### config.mk
export PLATFORM = sky130hd
export DESIGN_NAME = pp_column_reducer
export DESIGN_NICKNAME = d
export VERILOG_FILES = /design/src/rtl/pp_column_reducer_pkg.sv /design/src/rtl/pp_column_reducer_popcount45.sv /design/src/rtl/pp_column_reducer.sv
export SDC_FILE = /design/constraint.sdc
export NUM_CORES = 1
export LEC_CHECK = 0
export BUFFER_PORTS_ARGS = -buffer_cell sky130_fd_sc_hd__buf_4
export CAP_MARGIN = 20
export CORE_AREA = 4 4 326 328
export DETAILED_ROUTE_END_ITERATION = 8
export DIE_AREA = 0 0 330 332
export PLACE_DENSITY_LB_ADDON = 0.08
export SYNTH_ARGS = -nofsm -noshare
export SYNTH_HDL_FRONTEND = slang
export SYNTH_SLANG_ARGS = --single-unit
### constraint.sdc
create_clock -name clk -period 11.7 [get_ports clk]
set_clock_uncertainty 0.15 [all_clocks]
set_input_delay 1.755 -clock clk [delete_from_list [all_inputs] [get_ports clk]]
set_output_delay 1.755 -clock clk [all_outputs]
set_load 0.05 [all_outputs]
### src/rtl/pp_column_reducer_pkg.sv
// Shared constants and types for the partial-product column reducer.
// Column widths are listed by weight: index c carries bits of weight 2^c.
// The state enum is shared so the reducer FSM and any observers agree on encoding.
package pp_col_pkg;

  localparam int NUM_COLS  = 16;
  localparam int MAX_COL_W = 45;

  localparam int COL_W [NUM_COLS] = '{18, 9, 27, 18, 36, 27, 45, 36,
                                      36, 36, 36, 36, 18, 18, 9, 9};

  typedef enum logic [1:0] {
    IDLE   = 2'd0,
    REDUCE = 2'd1,
    ACC    = 2'd2,
    OUT    = 2'd3
  } state_t;

endpackage

### src/rtl/pp_column_reducer_popcount45.sv
// Purpose: combinational population count of a 45-bit column.
// Latency: zero cycles (pure combinational).
// Backpressure: none; output follows input.
module popcount45 (
  input  logic [44:0] din,
  output logic [5:0]  cnt
);

  // Sum all column bits; 45 fits in 6 bits.
  always_comb begin
    cnt = '0;
    for (int i = 0; i < 45; i++) begin
      cnt = cnt + 6'(din[i]);
    end
  end

endmodule

### src/rtl/pp_column_reducer.sv
// Purpose: reduce 16 Booth partial-product columns (one per cycle) into a window sum and accumulate windows.
// Latency: accept at cycle 0, columns reduced cycles 1-16, accumulate cycle 17, out_valid from cycle 18.
// Backpressure: in_ready low while busy; result held in OUT until out_ready. Optional ACC_SAT_EN adds saturation and acc_sat.
module pp_column_reducer
  import pp_col_pkg::*;
#(
  parameter int ACC_W = 32
) (
  input  logic                  clk,
  input  logic                  reset_n,
  input  logic                  in_valid,
  output logic                  in_ready,
  input  logic                  in_first,
  input  logic                  in_last,
  input  logic [COL_W[15]-1:0]  col15,
  input  logic [COL_W[14]-1:0]  col14,
  input  logic [COL_W[13]-1:0]  col13,
  input  logic [COL_W[12]-1:0]  col12,
  input  logic [COL_W[11]-1:0]  col11,
  input  logic [COL_W[10]-1:0]  col10,
  input  logic [COL_W[9]-1:0]   col9,
  input  logic [COL_W[8]-1:0]   col8,
  input  logic [COL_W[7]-1:0]   col7,
  input  logic [COL_W[6]-1:0]   col6,
  input  logic [COL_W[5]-1:0]   col5,
  input  logic [COL_W[4]-1:0]   col4,
  input  logic [COL_W[3]-1:0]   col3,
  input  logic [COL_W[2]-1:0]   col2,
  input  logic [COL_W[1]-1:0]   col1,
  input  logic [COL_W[0]-1:0]   col0,
  output logic                  out_valid,
  input  logic                  out_ready,
  output logic [ACC_W-1:0]      out_data
`ifdef ACC_SAT_EN
  ,output logic                 acc_sat
`endif
);

  state_t                 state_q, state_d;
  logic [MAX_COL_W-1:0]   col_q [NUM_COLS];
  logic [3:0]             cnt_q;
  logic [15:0]            window_q;
  logic [ACC_W-1:0]       acc_q;
  logic                   first_q, last_q;
  logic [5:0]             pop;
  logic [15:0]            term;
  logic [ACC_W-1:0]       w;
  logic [ACC_W-1:0]       acc_next;
  logic                   accept;

  assign accept = (state_q == IDLE) && in_valid;

  // Only one popcount: the column for the current cycle is selected by the counter.
  popcount45 u_popcount (
    .din (col_q[cnt_q]),
    .cnt (pop)
  );

  // Weighted contribution of this column; bits shifted past 2^15 drop (window is mod 2^16).
  assign term = 16'(pop) << cnt_q;

  // Window sum is a signed 16-bit quantity, sign-extended into the accumulator.
  assign w = ACC_W'($signed(window_q));

`ifdef ACC_SAT_EN
  logic [ACC_W:0] ext_sum;
  logic           ovf;
  assign ext_sum = {acc_q[ACC_W-1], acc_q} + {w[ACC_W-1], w};
  assign ovf     = ext_sum[ACC_W] != ext_sum[ACC_W-1];

  // Saturating accumulate: clamp toward the sign of the true (wide) sum.
  always_comb begin
    acc_next = ext_sum[ACC_W-1:0];
    if (first_q) begin
      acc_next = w;
    end else if (ovf) begin
      acc_next = ext_sum[ACC_W] ? {1'b1, {(ACC_W-1){1'b0}}} : {1'b0, {(ACC_W-1){1'b1}}};
    end
  end

  // Sticky overflow flag, cleared when a new accumulation starts.
  always_ff @(posedge clk or negedge reset_n) begin
    if (!reset_n) begin
      acc_sat <= 1'b0;
    end else if (accept && in_first) begin
      acc_sat <= 1'b0;
    end else if (state_q == ACC && !first_q && ovf) begin
      acc_sat <= 1'b1;
    end
  end
`else
  // Wrapping two's-complement accumulate.
  always_comb begin
    acc_next = acc_q + w;
    if (first_q) begin
      acc_next = w;
    end
  end
`endif

  // State register.
  always_ff @(posedge clk or negedge reset_n) begin
    if (!reset_n) state_q <= IDLE;
    else          state_q <= state_d;
  end

  // Next-state and handshake outputs.
  always_comb begin
    state_d   = state_q;
    in_ready  = 1'b0;
    out_valid = 1'b0;
    case (state_q)
      IDLE: begin
        in_ready = 1'b1;
        if (in_valid) state_d = REDUCE;
      end
      REDUCE: begin
        if (cnt_q == 4'd15) state_d = ACC;
      end
      ACC: begin
        state_d = last_q ? OUT : IDLE;
      end
      OUT: begin
        out_valid = 1'b1;
        if (out_ready) state_d = IDLE;
      end
      default: state_d = IDLE;
    endcase
  end

  // Datapath: capture columns, reduce one column per cycle, accumulate, hold result.
  always_ff @(posedge clk or negedge reset_n) begin
    if (!reset_n) begin
      for (int c = 0; c < NUM_COLS; c++) col_q[c] <= '0;
      cnt_q    <= '0;
      window_q <= '0;
      acc_q    <= '0;
      first_q  <= 1'b0;
      last_q   <= 1'b0;
      out_data <= '0;
    end else begin
      case (state_q)
        IDLE: begin
          if (in_valid) begin
            col_q[0]  <= MAX_COL_W'(col0);
            col_q[1]  <= MAX_COL_W'(col1);
            col_q[2]  <= MAX_COL_W'(col2);
            col_q[3]  <= MAX_COL_W'(col3);
            col_q[4]  <= MAX_COL_W'(col4);
            col_q[5]  <= MAX_COL_W'(col5);
            col_q[6]  <= MAX_COL_W'(col6);
            col_q[7]  <= MAX_COL_W'(col7);
            col_q[8]  <= MAX_COL_W'(col8);
            col_q[9]  <= MAX_COL_W'(col9);
            col_q[10] <= MAX_COL_W'(col10);
            col_q[11] <= MAX_COL_W'(col11);
            col_q[12] <= MAX_COL_W'(col12);
            col_q[13] <= MAX_COL_W'(col13);
            col_q[14] <= MAX_COL_W'(col14);
            col_q[15] <= MAX_COL_W'(col15);
            first_q   <= in_first;
            last_q    <= in_last;
            cnt_q     <= '0;
            window_q  <= '0;
          end
        end
        REDUCE: begin
          window_q <= window_q + term;
          cnt_q    <= cnt_q + 4'd1;
        end
        ACC: begin
          acc_q <= acc_next;
          if (last_q) out_data <= acc_next;
        end
        default: ;
      endcase
    end
  end

endmodule
# Word-level counts from Yosys, hierarchy flattened
# Index checks and enable logic that the tools add are counted.
[totals]
ff_bits = 502
latchBits = 0
ram_bits = 0
rom_bits = 0
inputBits = 420
output_inout_bits = 34
word_cells = 101
mem_count = 0
[op_classes]
addsub = 47
multipliers = 0
div = 0
order_cmp = 1
eq_ne = 7
shift = 1
n_mux = 15
n_bitwise = 1
reduce_logical = 6
[ops]
columns = ["op", "count"]
rows = [
  ["$add A6 B1 Y6", 43],
  ["$bmux W45 S4", 1],
  ["$mux W45", 2],
  ["$add A32 B32 Y32", 1],
  ["$mux W32", 1],
  ["$pmux W16 S2", 1],
  ["$add A16 B16 Y16", 1],
  ["$mux W16", 1],
  ["$shl A6 B4 Y16", 1],
  ["$mux W2", 4],
  ["$pmux W2 S4", 1],
  ["$pmux W4 S2", 1],
  ["$ne A2 B2 Y1 const B", 3],
  ["$reduce_and A2 Y1", 3],
  ["$ge A5 B5 Y1 const B", 1],
  ["$not A4 Y5", 1],
  ["$add A4 B1 Y4 const B", 1],
  ["$eq A2 B2 Y1 const B", 2],
  ["$eq A4 B4 Y1 const B", 1],
  ["$mux W4", 1],
  ["$reduce_and A3 Y1", 1],
  ["$add A1 B1 Y2", 1],
  ["$eq A2 B1 Y1 const B", 1],
  ["$logic_not A2 Y1", 1],
  ["other kinds (2)", 3],
]

# Depth between registers and ports, before layout
[depth]
depth_word = 51
depth_mapped = 42
ltp_nobuf = 38

# Cells and area by module
# From an unflattened synthesis, not the netlist that was laid out.
[unflattened]
cells_unflattened = 2021
hier_area_um2 = 25639.6
[by_module_without_submodules]
columns = ["module", "instances", "cells_each", "area_each_um2", "seq_area_each_um2"]
rows = [
  ["pp_column_reducer", 1, 1891, 24449.7, 12562.0],
  ["popcount45", 1, 130, 1189.9, 0.0],
]

# Worst setup path before layout
# Ideal clock, no wire load.
[synth_path]
kind = "reg2reg"
startpoint = "reg cnt_q[0]"
endpoint = "reg window_q[15]"
setup_time_ps = 131
arrival_time_ps = 9090
required_ps = 11419
setup_slack_ps = 2329
path_stages_with_launch = 40
path_buffers = 3
synth_period_minus_slack_ps = 9371
cell_sequence = "dfrtp_1 -> buf_2 -> buf_2 -> buf_2 -> mux4_2 -> o21ai_0 -> o21ai_0 -> fa_1 -> inv_1 -> fa_1 -> inv_1 -> fa_1 -> fa_1 -> fa_1 -> inv_1 -> fa_1 -> fa_1 -> inv_1 -> [... 4 more ...] -> a21o_1 -> a21oi_1 -> xor2_1 -> o21ai_0 -> o21ai_0 -> nor2_1 -> a31oi_1 -> nor2_1 -> ha_1 -> o21a_1 -> o21a_1 -> a311oi_2 -> a21oi_1 -> a211o_1 -> a21oi_1 -> xor2_1 -> xnor2_1 -> o21ai_1"
[synth_between]
elab_chain_len = 51
[synth_rtl]
columns = ["item", "line", "source"]
rows = [
  ["start: declaration", "pp_column_reducer.sv:41", "logic [3:0] cnt_q;"],
  ["start signal: assignment", "pp_column_reducer.sv:169", "cnt_q <= cnt_q + 4'd1;"],
  ["$not A4 Y5 (not written as such)", "pp_column_reducer.sv:55", ".din (col_q[cnt_q]),"],
  ["$bmux W45 S4", "pp_column_reducer.sv:55", ""],
  ["$mux W45 (not written as such) (2 in a row)", "pp_column_reducer.sv:55", ""],
  ["$add A1 B1 Y2", "pp_column_reducer_popcount45.sv:13", "cnt = cnt + 6'(din[i]);"],
  ["$add A6 B1 Y6 (43 in a row)", "pp_column_reducer_popcount45.sv:13", ""],
  ["$shl A6 B4 Y16 (*)", "pp_column_reducer.sv:60", "assign term = 16'(pop) << cnt_q;"],
  ["$add A16 B16 Y16 (*)", "pp_column_reducer.sv:168", "window_q <= window_q + term;"],
  ["$pmux W16 S2 (*)", "pp_column_reducer.sv:142", "case (state_q)"],
  ["end signal: assignment", "pp_column_reducer.sv:168", ""],
  ["end: declaration", "pp_column_reducer.sv:42", "logic [15:0] window_q;"],
]
# Every way passes the cells marked *; elsewhere a longest branch is shown, timed or not. The select of a mux whose other input is x is not followed.
# A chain may end at the register's enable or synchronous reset.

# Final worst setup path
[layout_path]
startpoint = "reg cnt_q[0]"
endpoint = "reg window_q[14]"
# The elaborated chain is that of the path after synthesis.

==> out/metrics.cfg <==
[grt]
grt_max_degree = 156
grt_usage_pct = 16.5
grt_pass1_vias = 19400
antenna_found_initial = 21
gr-total-overflow = 0
grt_pass1_wl_um = 134000

[detailed_routing]
wl_met3_um = 4610
top_layer = met5
drtAntennaViolNets = 0
drt_iter0_drc = 808
routed-wl-met2_um = 44300
viasPerCell = 4.56
drt-total-wl_um = 90900
drc = 0
num_vias = 17600
wl_met1_um = 40400
drt_pass1_iterations = 4
wl_per_cell_um = 23.5

[critical_path]
slowest_delay_ps = 1060
critPathCaptureType = flop
start_kind = flop
worst-setup-path-type = reg2reg
cp_slowest_cell = dfrtp_4
crit_family = adder cells
arrival_ps = 10800
reg2reg_slack_ps = 1210
cp.required_ps = 12010
cpMostUsedCell = fa_1
cp.buffers_inverters = 8
cp_max_fo = 44

[die]
dieArea_mm2 = 0.110
core_mm2 = 0.103
die_w_um = 330
ios = 454
start_util_pct = 24.9
rows = 118
die_h_um = 332

[synth]
netlist_area_mm2 = 0.0257
yosys-top-cells-count = dfrtp_1 (502), mux2_2 (417), nand2_1 (154)
yosysSeqAreaShare_pct = 48.9
synthFlopType = dfrtp_1
synth_edf_count = 0
synth_top_area_share_pct = 48.9
synth_area_leaders = dfrtp_1 (49%), mux2_2 (18%), mux4_2 (7.9%), fa_1 (3.0%), ha_1 (2.8%)
ys_async_sr_fraction_pct = 100
yosysMostFrequentCell = dfrtp_1
synth_nets = 2525
yosysTopAreaCell = dfrtp_1
yosys_register_bits = 502
synthCells = 2009
syn_area_per_cell_um2 = 12.8
synth-warning-count = 0
yosysUniqueCellTypes = 72

[final_layout]
nNetsFinal = 2950
fill_cells = 10400
syn_to_final_growth_pct = 27.7
drive_gt1_share_pct = 45.0

[sta]
hold_violations = 0
drv_slew = 0
period_minus_slack_ps = 10490
rsz0062_at_grt = false
maxSlewHeadroom_pct = 25.1
report.final.setup_viol = 0
tightestPinTransition_ps = 1120
fmax_mhz = 95.4
finalCritPeriodShare_pct = 89.6
tns_ps = 0

[cts]
cts_tree = yes
clk_pin_slew_ps = 60
post_cts_resized = 0
cts.path.max_buffers = 3
cts.sinks = 502
hold_buffers = 0
clk_latency_ps = 620
post-cts-setup-buffers = 0
ctsHtreeMaxLevel = 3
numCtsBuffers = 66
root_buffer = clkbuf_16

[worst_hold_path]
hold_class = reg2reg

[placement]
port_buffers = 453
hpwl_um = 68100
gp_congestion = 0.789

[run_status]
status = finished clean

[job]
drv_cap = 0

-- kinds of logic (layout without fill, tap and decap cells) --
logic type	count (synthesis)	in the layout	share of synthesized area [%]
muxes	540	540	27.4
buffers and inverters	189	658	3.03
DFF	502	502	48.9
other	0	11	0
adders and majority gates	96	96	5.78
xor gates and xnor gates	41	41	1.40
AOI/OAI and AO/OA	343	343	8.46
and+or+nand+nor	298	298	5.04
-- per-layer routing --
layer / vias up / GRT usage, %
met1: 9004 / 21.9
met4: 18 / 3.35
met5: - / 0
met2: 355 / 27.5
met3: 106 / 4.16
li1: 8150 / -
-- placed cells by master (no fill, tap or decap), types with 15 or more instances in the layout --
master,n
xor2_1,17
dfrtp_1,499
mux4_2,90
nor3_1,15
mux2_2,417
ha_1,58
fa_1,38
clkbuf_8,15
clkbuf_16,67
buf_4,472
a21o_1,31
nor2_1,72
a21oi_1,70
inv_1,66
o21ai_0,119
xnor2_1,24
nand2_1,153
mux2i_1,33
-- stage by stage --
stage	util (%)	cell area [um^2]	instances	setup WS, ps	hold WS [ps]
2_1_floorplan	-	25700	2009	2330	304
5_1_grt	31.8	32800	3860	345	348
3_3_place_gp	29.7	30600	3746	1110	315
3_5_place_dp	29.7	30600	3746	1110	324
4_1_cts	31.8	32800	3858	1100	336
6_report	31.8	32800	3869	1210	329
-- sequential cells by signal, summed over array words and instances, names as in the netlist --
| name | count |
|---|---|
| last_q | 1 |
| first_q | 1 |
| out_data | 32 |
| acc_q | 32 |
| col_q | 414 |
| state_q | 2 |
| cnt_q | 4 |
| window_q | 16 |
-- final timing paths --
check                                to  cells past startpoint        start
max reg2reg                window_q[14]                     36     cnt_q[0]
max                        window_q[14]                     36     cnt_q[0]
min reg2reg                 out_data[5]                      2  out_data[5]
min                         out_data[5]                      2  out_data[5]
max in group asynchronous    col_q[105]                      3      reset_n
min in group asynchronous    col_q[525]                      1      reset_n
-- final cells by class --
class	count	area, um^2	share of cell area [%]
tap	1380	1730	5.26
sequential	502	12600	38.3
inverter	67	251	0.766
clock inverter	19	274	0.834
antenna	11	27.5	0.0838
clock buffer	93	1920	5.86
timing repair buffer	479	3680	11.2
multi-input combinational	1318	12400	37.7
-- worst register-to-register path, delay by kind of cell, from the launching register on --
kind | cells | cell delay, ps
adders and majority gates | 10 | 4300
AOI/OAI and AO/OA | 13 | 2770
DFF | 1 | 1060
buffers and inverters | 8 | 910
muxes | 1 | 640
xor gates and xnor gates | 2 | 400
and+or+nand+nor | 2 | 130
Power is left out: the tool's default activity adds up to more than one toggle a clock period on the data nets, which glitch-free logic cannot reach.
